--- src/rtl/ser_par_pkg.sv ---
// Shared types for the serial/parallel link.
//   s2p_state_t : two-state FSM used by both serializer and deserializer
//   cnt_w(n)    : width of a counter that runs 0..n-1
package ser_par_pkg;

  typedef enum logic {COLLECT, FULL} s2p_state_t;

  // Never returns less than 1, so N=2 still gets a real 1-bit counter.
  function automatic int cnt_w(input int n);
    return (n <= 2) ? 1 : $clog2(n);
  endfunction

endpackage

--- src/rtl/ser_to_par_obuf.sv ---
// One-word valid/ready holding register for the deserializer output.
//   clk, rst      : clock, async active-high reset
//   load_i        : capture load_data_i and mark the buffer valid
//   load_data_i   : word to capture
//   par_ready_i   : downstream consumes the held word
//   par_data_o    : held word (stable while valid and not consumed)
//   par_valid_o   : buffer holds an unconsumed word
//   free_o        : buffer can accept a load this edge
module ser_to_par_obuf #(
  parameter int N = 8
) (
  input  logic         clk,
  input  logic         rst,
  input  logic         load_i,
  input  logic [N-1:0] load_data_i,
  input  logic         par_ready_i,
  output logic [N-1:0] par_data_o,
  output logic         par_valid_o,
  output logic         free_o
);

  logic [N-1:0] data_q;
  logic         valid_q;

  assign free_o      = !valid_q | par_ready_i;
  assign par_data_o  = data_q;
  assign par_valid_o = valid_q;

  always_ff @(posedge clk or posedge rst) begin
    if (rst) begin
      data_q  <= '0;
      valid_q <= 1'b0;
    end else if (load_i) begin
      data_q  <= load_data_i;
      valid_q <= 1'b1;
    end else if (valid_q && par_ready_i) begin
      // Consumed with nothing new: drop valid, data keeps its last value.
      valid_q <= 1'b0;
    end
  end

endmodule

--- src/rtl/ser_to_par.sv ---
// Serial-to-parallel deserializer. Collects N bits over a valid/ready
// handshake into sreg, then hands the word to a one-entry output buffer.
// While the buffer is occupied a second word may complete in sreg; the
// FSM then parks in FULL (ser_ready low) until the buffer frees up.
//   clk, rst             : clock, async active-high reset
//   ser_data/ser_valid   : serial bit input
//   ser_ready            : a bit is accepted this cycle (state decode only)
//   par_data/par_valid   : assembled word output
//   par_ready            : downstream consumes par_data
module ser_to_par
  import ser_par_pkg::*;
#(
  parameter int N         = 8,
  parameter bit MSB_FIRST = 1'b0
) (
  input  logic         clk,
  input  logic         rst,
  input  logic         ser_data,
  input  logic         ser_valid,
  output logic         ser_ready,
  output logic [N-1:0] par_data,
  output logic         par_valid,
  input  logic         par_ready
);

  localparam int CNT_W = cnt_w(N);

  s2p_state_t       state_q;
  logic [CNT_W-1:0] cnt_q;
  logic [N-1:0]     sreg_q, sreg_d;
  logic             accept, last, free, load;
  logic [N-1:0]     load_data;

  assign ser_ready = (state_q == COLLECT);
  assign accept    = ser_valid & ser_ready;
  assign last      = (cnt_q == CNT_W'(N - 1));

  // LSB-first shifts in at the top so bit 0 ends up at sreg[0].
  assign sreg_d = MSB_FIRST ? {sreg_q[N-2:0], ser_data}
                            : {ser_data, sreg_q[N-1:1]};

  // COLLECT loads the word completing this edge (including the new bit);
  // FULL drains the word parked in sreg.
  assign load      = (state_q == FULL) ? free : (accept & last & free);
  assign load_data = (state_q == FULL) ? sreg_q : sreg_d;

  always_ff @(posedge clk or posedge rst) begin
    if (rst) begin
      state_q <= COLLECT;
      cnt_q   <= '0;
      sreg_q  <= '0;
    end else begin
      case (state_q)
        COLLECT: begin
          if (accept) begin
            sreg_q <= sreg_d;
            if (last) begin
              cnt_q <= '0;
              if (!free) state_q <= FULL;
            end else begin
              cnt_q <= cnt_q + CNT_W'(1);
            end
          end
        end
        FULL: begin
          // cnt already wrapped to 0 when the word completed.
          if (free) state_q <= COLLECT;
        end
        default: state_q <= COLLECT;
      endcase
    end
  end

  ser_to_par_obuf #(.N(N)) u_obuf (
    .clk         (clk),
    .rst         (rst),
    .load_i      (load),
    .load_data_i (load_data),
    .par_ready_i (par_ready),
    .par_data_o  (par_data),
    .par_valid_o (par_valid),
    .free_o      (free)
  );

endmodule

--- config.mk ---
export PLATFORM = sky130hd
export DESIGN_NAME = ser_to_par
export DESIGN_NICKNAME = d
export VERILOG_FILES = /design/src/rtl/ser_par_pkg.sv /design/src/rtl/ser_to_par_obuf.sv /design/src/rtl/ser_to_par.sv
export SDC_FILE = /design/constraint.sdc
export NUM_CORES = 1
export LEC_CHECK = 0
export BUFFER_PORTS_ARGS = -buffer_cell sky130_fd_sc_hd__buf_2
export CELL_PAD_IN_SITES_DETAIL_PLACEMENT = 1
export CELL_PAD_IN_SITES_GLOBAL_PLACEMENT = 1
export CORE_UTILIZATION = 35
export CTS_CLUSTER_DIAMETER = 50
export DETAILED_ROUTE_END_ITERATION = 10
export PLACE_DENSITY = 0.61
export SETUP_SLACK_MARGIN = 0.05
export SKIP_CTS_REPAIR_TIMING = 1
export SYNTH_ARGS = -nofsm -noshare
export SYNTH_HDL_FRONTEND = slang
export SYNTH_HIERARCHICAL = 1
export SYNTH_SLANG_ARGS = --single-unit
--- constraint.sdc ---
create_clock -name clk -period 1.8 [get_ports clk]
set_input_delay 0.54 -clock clk [delete_from_list [all_inputs] [get_ports clk]]
set_output_delay 0.54 -clock clk [all_outputs]
set_load 0.01 [all_outputs]
==> impl_summary.txt <==
----------------------------------------------------
[Placement]
  Placed Instances ... 110
  Instance area at placement ... 0.001137 sq mm
  IO buf count ... 14
  Dpl hpwl ... 1164 um
  Weighted congestion reported at the end of routability-driven placement ... 0.6604
  Worst-case setup slack after placement ... -300.9 ps

[Setup path]
  Most prevalent standard cell on the critical path ... sky130_fd_sc_hd__ha_1
  CP top delay family ... flip-flops
  Delay of the slowest cell on the worst path ... 400 ps
  Sort of element at the end of the critical path ... register
  Slowest-stage cell, CP ... sky130_fd_sc_hd__dfrtp_1
  Cell breakdown of the critical path ... ha_1 > ha_1 > a21oi_1 > nor2b_4 > mux2_4
  Nature of the critical path startpoint ... register
  Largest fanout on the critical path ... 9
  Worst reg2reg path startpoint ... cnt_q[0]
  Class of the most critical setup path ... register to register
  Critical path buffers and inverters ... 0
  Required @ worst endpoint ... 1990 ps
  Critical path launch point ... cnt_q[0]
  Data arrival at the endpoint of the critical path ... 1840 ps

[GRT]
  GRT overflow ... 0
  Antenna violations before repair ... 0
  Global-route wire length before repair ... 2939 um
  Maximum number of pins on one net before global-route repair ... 13
  Total track usage ... 0.1221
  Vias in the first global route ... 590

[Power]
  Total power draw ... 1.685 mW
  Power density over the cells ... 1439 mW/mm^2
  Worst VDD drop ... 0.8060 mV
  Static leakage ... 0.5811 nW

[Hold path]
  Type of the worst min-delay path ... input port to asynchronous set/reset pin

[Clocking]
  Root Buffer Master ... sky130_fd_sc_hd__clkbuf_4
  TritonCTS buffer count ... 3
  Num Clock Sinks ... 21
  CTS HTree Levels ... 1
  CTS tree ... done
  Insertion delay to the later sink of the worst-skew pair ... 300 ps
  Clock Pin Slew Worst Setup and Hold Paths ... 110 ps
  Maximum number of buffers from clock root to sink ... 2

[STA]
  Headroom to the max-slew limit ... 0.6910
  Setup clock skew after layout ... 2.759 ps
  Setup TNS Final ... 0 ps
  Setup repair after global routing missed its margin ... false
  Setup slack after layout ... 155.1 ps
  Time the worst path needs with I/O delays and setup ... 1645 ps
  Achievable Freq ... 608.0 MHz
  Number of failing setup endpoints in the final timing report ... 0
  Final period util ... 0.9138
  Number of pins with negative max-slew slack in the final report ... 0
  Worst-case hold slack ... 193.1 ps
  Hold violation count in the final report ... 0
  Worst-margin pin slew ... 463.1 ps

[Logic synthesis]
  Synthesis warning total ... 6
  Unique cell type count in the Yosys netlist ... 12
  Portion of the post-synthesis area used by sequential elements ... 0.5211
  Register bit total from synthesis ... 21
  Gate Count Post-Synth ... 63
  Top cells by area in the synthesized netlist ... sky130_fd_sc_hd__dfrtp_1 52%, sky130_fd_sc_hd__mux2_4 27%, sky130_fd_sc_hd__mux2_2 10%
  Mapped Avg Cell Area ... 16.01 sq um
  Share of the synthesized area in the top cell type ... 0.5211
  Net Count, Synth ... 70
  Cell type with the highest aggregate area in the netlist ... sky130_fd_sc_hd__dfrtp_1
  Netlist area before placement ... 0.001008 sq mm

[Floorplanning]
  Num rows ... 19
  Overall die width ... 55.68 um
  Core footprint ... 0.002734 sq mm
  Starting density of the core ... 0.3689
  Ports ... 15
  Die H ... 55.68 um
  Total die area ... 0.003100 sq mm

[Final layout]
  Area growth, synth to finish ... 16.13%
  Final standard cell area without fillers ... 0.001171 sq mm
  End-of-flow core utilization ... 0.4284
  Inserted Diodes ... 0
  NumNets Final ... 91
  Share of final-layout standard cells stronger than drive strength 1 ... 0.6145
  Total of fill cells in the finished design ... 278
  Final cell count without fillers ... 114

[Flow run]
  Number of violations of the max-capacitance limit ... 0

[Routing]
  Routed length per instance ... 14.25 um
  Vias ... 532
  Vias per cell ... 4.667
  Routed wire length ... 1625 um
  Post-DRT Antenna Nets ... 0
  Initial drt markers ... 3
  Post-detailed-route DRC marker count ... 0
  Pre-Repair DR Iteration Count ... 3

[Outcome]
  Run status ... finished clean

----------------------------------------------------
## synth_stat cells
cell type                  number
sky130_fd_sc_hd__dfrtp_1       21
sky130_fd_sc_hd__mux2_4        18
sky130_fd_sc_hd__mux2_2         9
sky130_fd_sc_hd__inv_1          3
sky130_fd_sc_hd__buf_6          2
sky130_fd_sc_hd__ha_1           2
sky130_fd_sc_hd__nand2b_1       2
sky130_fd_sc_hd__nor2_1         2
sky130_fd_sc_hd__a21oi_1        1
sky130_fd_sc_hd__buf_4          1
sky130_fd_sc_hd__nor2b_1        1
sky130_fd_sc_hd__nor2b_4        1
## cell families (layout without fill, tap and decap cells)
| group | count (synthesis) | count (layout) | synth area share |
|---|---|---|---|
| simple gates | 6 | 6 | 0.03970 |
| mux | 27 | 27 | 0.3685 |
| flops | 21 | 21 | 0.5211 |
| fa+ha+maj | 2 | 2 | 0.02481 |
| buf+inv | 6 | 26 | 0.04094 |
| compound gates | 1 | 1 | 0.004958 |
## sequential cells by signal (all words and copies together), names as in the netlist
register and count:
u_obuf/par_valid_o 1, u_obuf/par_data_o 8, cnt_q 3, sreg_q 8
state_q 1
## final timing paths
check	to	slack [ps]	cells past startpoint
max	u_obuf/par_data_o[1]	160	5
min	u_obuf/par_data_o[6]	190	2
max reg2reg	u_obuf/par_data_o[1]	160	5
min reg2reg	u_obuf/par_data_o[5]	520	1
max in group asynchronous	sreg_q[0]	1250	2
min in group clk	sreg_q[7]	480	2
## per-layer routing
metal | wire (um) | part of all wire | track usage
met1 | 794 | 0.49 | 0.1712
met2 | 753 | 0.46 | 0.1756
met3 | 62 | 0.038 | 0.02791
met4 | 14 | 0.0086 | 0.06429
met5 | 0 | 0 | 0
## area by class of cell
class                      instances  area (sq um)  share of cell area
tap                               31         38.79             0.03312
sequential                        21         525.5              0.4487
inverter                           3         11.26            0.009615
timing repair buffer              19         120.1              0.1026
clock buffer                       4         26.28             0.02244
multi-input combinational         36         449.2              0.3835
## power breakdown
part	switching, mW	internal, mW
Clock	0.135	0.0863
Combinational	0.234	0.452
Sequential	0.118	0.659
## cell usage in the layout, fill, tap and decap left out, drive strengths merged
cell type and count:
nand2b 2, ha 2, dfrtp 21, a21oi 1, clkbuf 4, mux2 27
inv 3, buf 19, nor2 2, nor2b 2
Note: power is estimated with default switching activity, not from simulation.
